<file path="src/rtl/spi_slave_port.sv">
// SPI responder: oversamples SCLK/SS/MOSI on clk_i, shifts bytes MSB-first in both
// directions and trades bytes with the system side through valid/ready handshakes.
module spi_slave_port #(
  parameter bit         CPOL        = 1'b0,
  parameter bit         CPHA        = 1'b0,
  parameter int         SYNC_STAGES = 2,
  parameter logic [7:0] IDLE_BYTE   = 8'hFF
) (
  input  logic       clk_i,
  input  logic       rst_i,
  input  logic       spi_clk_i,
  input  logic       spi_ss_i,
  input  logic       spi_mosi_i,
  output logic       spi_miso_o,
  output logic       spi_miso_oe_o,
  input  logic [7:0] tx_data_i,
  input  logic       tx_valid_i,
  output logic       tx_ready_o,
  output logic       tx_underrun_o,
  output logic [7:0] rx_data_o,
  output logic       rx_valid_o,
  input  logic       rx_ready_i,
  output logic       rx_overrun_o,
  output logic       frame_abort_o,
  output logic       busy_o
);
  typedef enum logic {IDLE, ACTIVE} state_t;

  state_t                 state_q, state_d;
  logic [SYNC_STAGES-1:0] sclk_sync_q, sclk_sync_d;
  logic [SYNC_STAGES-1:0] ss_sync_q, ss_sync_d;
  logic [SYNC_STAGES-1:0] mosi_sync_q, mosi_sync_d;
  logic                   sclk_prev_q, sclk_prev_d, ss_prev_q, ss_prev_d;
  logic [7:0]             hold_q, hold_d, tx_sr_q, tx_sr_d;
  logic [7:0]             rx_sr_q, rx_sr_d, rx_data_q, rx_data_d;
  logic                   hold_full_q, hold_full_d, rx_valid_q, rx_valid_d;
  logic [2:0]             bit_cnt_q, bit_cnt_d;
  logic                   underrun_q, underrun_d, overrun_q, overrun_d;
  logic                   abort_q, abort_d;

  logic       sclk_s, ss_s, mosi_s, ss_fall, ss_rise, active;
  logic       lead, trail, sample_e, shift_e, tx_load, tx_accept, rx_clr;
  logic [7:0] rx_byte;

  assign sclk_s  = sclk_sync_q[SYNC_STAGES-1];
  assign ss_s    = ss_sync_q[SYNC_STAGES-1];
  assign mosi_s  = mosi_sync_q[SYNC_STAGES-1];
  assign ss_fall = ss_prev_q & ~ss_s;
  assign ss_rise = ~ss_prev_q & ss_s;
  // SCLK edges only count inside a frame that was opened by a seen SS fall
  assign active  = (state_q == ACTIVE) & ~ss_s;
  assign lead    = active & (sclk_prev_q == CPOL) & (sclk_s != CPOL);
  assign trail   = active & (sclk_prev_q != CPOL) & (sclk_s == CPOL);
  assign sample_e = CPHA ? trail : lead;
  assign shift_e  = CPHA ? lead : trail;
  assign tx_load  = CPHA ? (lead & (bit_cnt_q == 3'd0))
                         : (ss_fall | (trail & (bit_cnt_q == 3'd0)));
  assign tx_accept = tx_valid_i & ~hold_full_q;
  assign rx_clr    = rx_valid_q & rx_ready_i;
  assign rx_byte   = {rx_sr_q[6:0], mosi_s};

  always_comb begin
    state_d = state_q;
    if (ss_fall)      state_d = ACTIVE;
    else if (ss_rise) state_d = IDLE;

    sclk_sync_d = {sclk_sync_q[SYNC_STAGES-2:0], spi_clk_i};
    ss_sync_d   = {ss_sync_q[SYNC_STAGES-2:0], spi_ss_i};
    mosi_sync_d = {mosi_sync_q[SYNC_STAGES-2:0], spi_mosi_i};
    sclk_prev_d = sclk_s;
    ss_prev_d   = ss_s;

    // a load consumes the old holding contents even if a new byte arrives this cycle
    hold_d      = hold_q;
    hold_full_d = hold_full_q;
    tx_sr_d     = tx_sr_q;
    underrun_d  = 1'b0;
    if (tx_load) begin
      hold_full_d = 1'b0;
      underrun_d  = ~hold_full_q;
      tx_sr_d     = hold_full_q ? hold_q : IDLE_BYTE;
    end else if (shift_e) begin
      tx_sr_d = {tx_sr_q[6:0], 1'b0};
    end
    if (ss_rise) tx_sr_d = '0;
    if (tx_accept) begin
      hold_d      = tx_data_i;
      hold_full_d = 1'b1;
    end

    rx_sr_d    = rx_sr_q;
    bit_cnt_d  = bit_cnt_q;
    rx_data_d  = rx_data_q;
    rx_valid_d = rx_valid_q & ~rx_clr;
    overrun_d  = 1'b0;
    abort_d    = 1'b0;
    if (ss_rise) begin
      rx_sr_d   = '0;
      bit_cnt_d = '0;
      abort_d   = (bit_cnt_q != 3'd0);
    end else if (sample_e) begin
      rx_sr_d   = rx_byte;
      bit_cnt_d = bit_cnt_q + 3'd1;
      if (bit_cnt_q == 3'd7) begin
        if (rx_valid_q & ~rx_clr) begin
          overrun_d = 1'b1;
        end else begin
          rx_data_d  = rx_byte;
          rx_valid_d = 1'b1;
        end
      end
    end
  end

  always_ff @(posedge clk_i) begin
    if (rst_i) begin
      state_q     <= IDLE;
      sclk_sync_q <= {SYNC_STAGES{CPOL}};
      ss_sync_q   <= '1;
      mosi_sync_q <= '0;
      sclk_prev_q <= CPOL;
      ss_prev_q   <= 1'b1;
      hold_q      <= '0;
      hold_full_q <= 1'b0;
      tx_sr_q     <= '0;
      rx_sr_q     <= '0;
      rx_data_q   <= '0;
      rx_valid_q  <= 1'b0;
      bit_cnt_q   <= '0;
      underrun_q  <= 1'b0;
      overrun_q   <= 1'b0;
      abort_q     <= 1'b0;
    end else begin
      state_q     <= state_d;
      sclk_sync_q <= sclk_sync_d;
      ss_sync_q   <= ss_sync_d;
      mosi_sync_q <= mosi_sync_d;
      sclk_prev_q <= sclk_prev_d;
      ss_prev_q   <= ss_prev_d;
      hold_q      <= hold_d;
      hold_full_q <= hold_full_d;
      tx_sr_q     <= tx_sr_d;
      rx_sr_q     <= rx_sr_d;
      rx_data_q   <= rx_data_d;
      rx_valid_q  <= rx_valid_d;
      bit_cnt_q   <= bit_cnt_d;
      underrun_q  <= underrun_d;
      overrun_q   <= overrun_d;
      abort_q     <= abort_d;
    end
  end

  assign busy_o        = (state_q == ACTIVE);
  assign spi_miso_oe_o = busy_o;
  assign spi_miso_o    = tx_sr_q[7] & busy_o;
  assign tx_ready_o    = ~hold_full_q;
  assign tx_underrun_o = underrun_q;
  assign rx_data_o     = rx_data_q;
  assign rx_valid_o    = rx_valid_q;
  assign rx_overrun_o  = overrun_q;
  assign frame_abort_o = abort_q;
endmodule
</file>
<file path="config.mk">
export PLATFORM = sky130hd
export DESIGN_NAME = spi_slave_port
export DESIGN_NICKNAME = d
export VERILOG_FILES = /design/src/rtl/spi_slave_port.sv
export SDC_FILE = /design/constraint.sdc
export NUM_CORES = 1
export LEC_CHECK = 0
export ABC_CLOCK_PERIOD_IN_PS = 4100
export BUFFER_PORTS_ARGS = -buffer_cell sky130_fd_sc_hd__buf_2
export CAP_MARGIN = 10
export CORE_MARGIN = 4
export CORE_UTILIZATION = 39
export DETAILED_ROUTE_END_ITERATION = 8
export PLACE_DENSITY = 0.7
export SLEW_MARGIN = 20
export SYNTH_ARGS = -nofsm -noshare
export SYNTH_HDL_FRONTEND = slang
export SYNTH_SLANG_ARGS = --single-unit
</file>
<file path="constraint.sdc">
create_clock -name clk_i -period 4.1 [get_ports clk_i]
set_clock_uncertainty 0.15 [all_clocks]
set_input_delay 0.41 -clock clk_i [delete_from_list [all_inputs] [get_ports clk_i]]
set_output_delay 0.41 -clock clk_i [all_outputs]
set_load 0.05 [all_outputs]
</file>
==> results.py <==
metrics = {
    "logic_synthesis": {
        "syn-num-nets": 224,
        "synth_top_family_by_area": "simple AND/OR/NAND/NOR gates",
        "synth_cell_types": 29,
        "netlist_instances": 204,
        "synthTopCellsByArea": "dfxtp_1 (53%), nand2_1 (7.6%), a21oi_1 (5.7%)",
        "yosys.area_share.simple_pct": 20.9,
        "synthAdderAreaFrac_pct": 3.42,
        "synth_area_leader_cell": "dfxtp_1",
        "synth_compound_area_share_pct": 13.8,
        "syn_avg_cell_area_um2": 8.96,
        "synth_xor_area_share_pct": 0,
        "synth_top_cell_area_share_pct": 52.6,
        "synthesis.area_um2": 1830,
        "ys_seq_area_share_pct": 52.6,
        "ys_warn_count": 0,
        "async_reset_ff_share_pct": 0,
        "ys_ff_latch": 48,
        "synth_mux_area_share_pct": 4.93,
        "synth_edf_count": 0,
        "synth_flop_cell": "dfxtp_1",
    },
    "detailed_routing": {
        "ant_nets": 0,
        "vias": 1419,
        "drtIter0Drc": 98,
        "wl_per_cell_um": 11.9,
        "drc": 0,
        "drt-pass1-iter-count": 4,
        "drt-total-wl_mm": 3.35,
        "viasPerCell": 5.03,
    },
    "placed_design": {
        "placedCellCount": 275,
        "portBuffers": 30,
        "dpl_cell_area_um2": 1990,
        "place_hpwl_mm": 2.34,
        "gp_congestion": 0.752,
    },
    "clocking": {
        "clk_path_buf_depth": 2,
        "cts_buffers": 5,
        "ctsResizeCount": 0,
        "clk_pin_slew_ps": 80,
        "tritoncts": "built",
        "cts.htree.levels": 2,
        "clk_latency_ps": 290,
        "clkSinkCount": 48,
        "post_cts_buffers": 0,
        "cts_hold_buf": 0,
        "root_buffer": "clkbuf_8",
    },
    "worst_hold_path": {
        "holdPathStages": 2,
        "holdPathEnd": "ss_sync_q[0]$_SDFF_PP1_",
        "hold_path_class": "input port to flop",
        "worstHoldStart": "spi_ss_i",
    },
    "setup_path": {
        "worstSetupEndpointType": "flop",
        "start_kind": "flop",
        "critPathKind": "flop to flop",
        "required_ps": 4120,
        "cp_max_fo": 11,
        "worstPathCellList": "and4bb_1 > nand4b_1 > mux2i_1 > nor2_1",
        "critical-path-max-stage-delay_ps": 530,
        "r2r.worst_path.cells": 4,
        "reg2reg_slack_ps": 2030,
        "reg2reg_from": "busy_o$_SDFFE_PP0P_",
        "arrival_ps": 2090,
        "r2r_end": "rx_data_o[2]$_SDFFE_PP0P_",
        "cp_slowest_cell": "nand4b_1",
    },
    "power_and_ir_drop": {
        "p_per_area_nw_per_um2": 387,
        "peakVddDrop_mv": 0.161,
        "leakagePower_nw": 0.898,
        "netSwitchingPower_mw": 0.183,
        "internal_power_mw": 0.616,
        "seq_power_share_pct": 60.8,
        "switching_share_pct": 22.9,
        "power_frac_comb_pct": 6.8,
        "p_clk_share_pct": 32.4,
    },
    "floorplanning": {
        "rows": 24,
        "die_x_um": 76.5,
        "core-area_um2": 4440,
        "start_util_pct": 41.1,
        "io-pin-count": 31,
        "dieArea_um2": 5850,
        "dieHeight_um": 76.5,
    },
    "sta": {
        "worst_slew_pin_slew_ps": 772,
        "tns_ps": 0,
        "post-route-period-util_pct": 50.4,
        "min_period_ps": 2070,
        "rsz0062_at_grt": "no",
        "relSlewSlack_pct": 48.4,
        "hold_viol": 0,
        "setup_viol": 0,
        "fmax_ghz": 0.484,
        "maxSlewViolCount": 0,
    },
    "run": {
        "maxCapViolCount": 0,
    },
    "global_route": {
        "grtUsageTotal_pct": 12.6,
        "grt_overflow": 0,
        "grt_max_degree": 32,
        "grt_pass1_wl_mm": 6.05,
        "grt_pass1_vias": 1350,
        "antenna_found_initial": 0,
    },
    "final_layout": {
        "fin_nets": 250,
        "n_fill_cell": 455,
        "layout.cells.non_filler": 282,
        "final_util_pct": 46.5,
        "final_cell_area_um2": 2070,
        "diodes": 0,
        "drive_above_1_share_pct": 19.1,
        "syn_to_final_growth_pct": 13.0,
    },
    "status": {
        "outcome": "complete, no violations",
    },
}
-- registers in the layout, summed over array words and instances (netlist names), 2 cells and up --
register and flops:
bit_cnt_q 3, hold_q 8, mosi_sync_q 2, rx_data_o 8, rx_sr_q 7, sclk_sync_q 2
ss_sync_q 2, tx_sr_q 8
-- cells by family after synthesis --
| logic type | after synthesis |
|---|---|
| AOI/OAI and AO/OA | 45 |
| adders and majority gates | 5 |
| buffers and inverters | 18 |
| DFF | 48 |
| muxes | 9 |
| and+or+nand+nor | 79 |
-- synth_stat cells, drive strengths merged (2+ instances only) --
library cell / count
nor2b: 7
a21boi: 7
o21ai: 10
nand3: 8
and4bb: 2
nand2: 37
dfxtp: 48
mux2i: 9
a21oi: 21
buf: 7
o22ai: 7
nor2: 13
ha: 5
inv: 6
or2: 4
clkbuf: 4
-- stage by stage --
step / hold WS [ps] / total power, mW / setup slack, ps
finish: 145 / 0.799 / 2030
CTS: 139 / 0.807 / 1970
floorplan: 239 / 0.536 / 2360
global placement: 258 / 0.550 / 2050
detailed placement: 256 / 0.552 / 1980
global route: 135 / 0.838 / 1800
-- how the worst max path moves through the flow --
stage          cells after the start                start  slack (ps)                         to
6_report                           4  busy_o$_SDFFE_PP0P_        2030  rx_data_o[2]$_SDFFE_PP0P_
2_1_floorplan                      1  busy_o$_SDFFE_PP0P_        2360                 spi_miso_o
3_3_place_gp                       4  busy_o$_SDFFE_PP0P_        2050  rx_data_o[6]$_SDFFE_PP0P_
4_1_cts                            4  busy_o$_SDFFE_PP0P_        1970  rx_data_o[2]$_SDFFE_PP0P_
3_5_place_dp                       4  busy_o$_SDFFE_PP0P_        1980  rx_data_o[2]$_SDFFE_PP0P_
5_1_grt                            4  busy_o$_SDFFE_PP0P_        1800  rx_data_o[5]$_SDFFE_PP0P_
-- placed cells by master, fill, tap and decap left out, types with 4 or more instances in the layout --
master	n
nand3_1	8
mux2i_1	9
buf_2	30
a21boi_0	7
ha_1	5
or2_2	4
nand2_1	37
a21oi_1	21
nor2b_1	7
clkbuf_8	5
o22ai_1	7
dfxtp_1	48
nor2_1	10
o21ai_0	7
inv_1	6
-- worst max-delay path: cells and delay by family (launching register included) --
kind | cells | cell delay, ps
simple gates | 3 | 1060
flops | 1 | 430
mux | 1 | 300
-- power by group through the flow --
stage / registers [mW] / clock network, mW / logic (mW)
finish: 0.486 / 0.259 / 0.0542
global route: 0.488 / 0.288 / 0.0618
CTS: 0.486 / 0.266 / 0.0549
detailed placement: 0.497 / 0 / 0.0547
global placement: 0.497 / 0 / 0.0540
floorplan: 0.496 / 0 / 0.0393
-- metal layers --
metal | vias to the layer above | track usage (%) | wire [µm]
met5 | - | 0 | 0
met4 | 0 | 5.43 | 72
met3 | 6 | 3.66 | 142
met2 | 32 | 19.9 | 1510
met1 | 647 | 15.9 | 1620
li1 | 734 | - | -
-- cell type report --
type | instances | area (µm²) | share of cell area, %
Clock inverter | 1 | 5.00 | 0.242
Tap cell | 52 | 65.1 | 3.15
Clock buffer | 6 | 72.6 | 3.51
Sequential cell | 48 | 961 | 46.5
Inverter | 7 | 26.3 | 1.27
Timing Repair Buffer | 30 | 150 | 7.27
Multi-Input combinational cell | 138 | 786 | 38.0
Power figures use the tool's default switching activity.
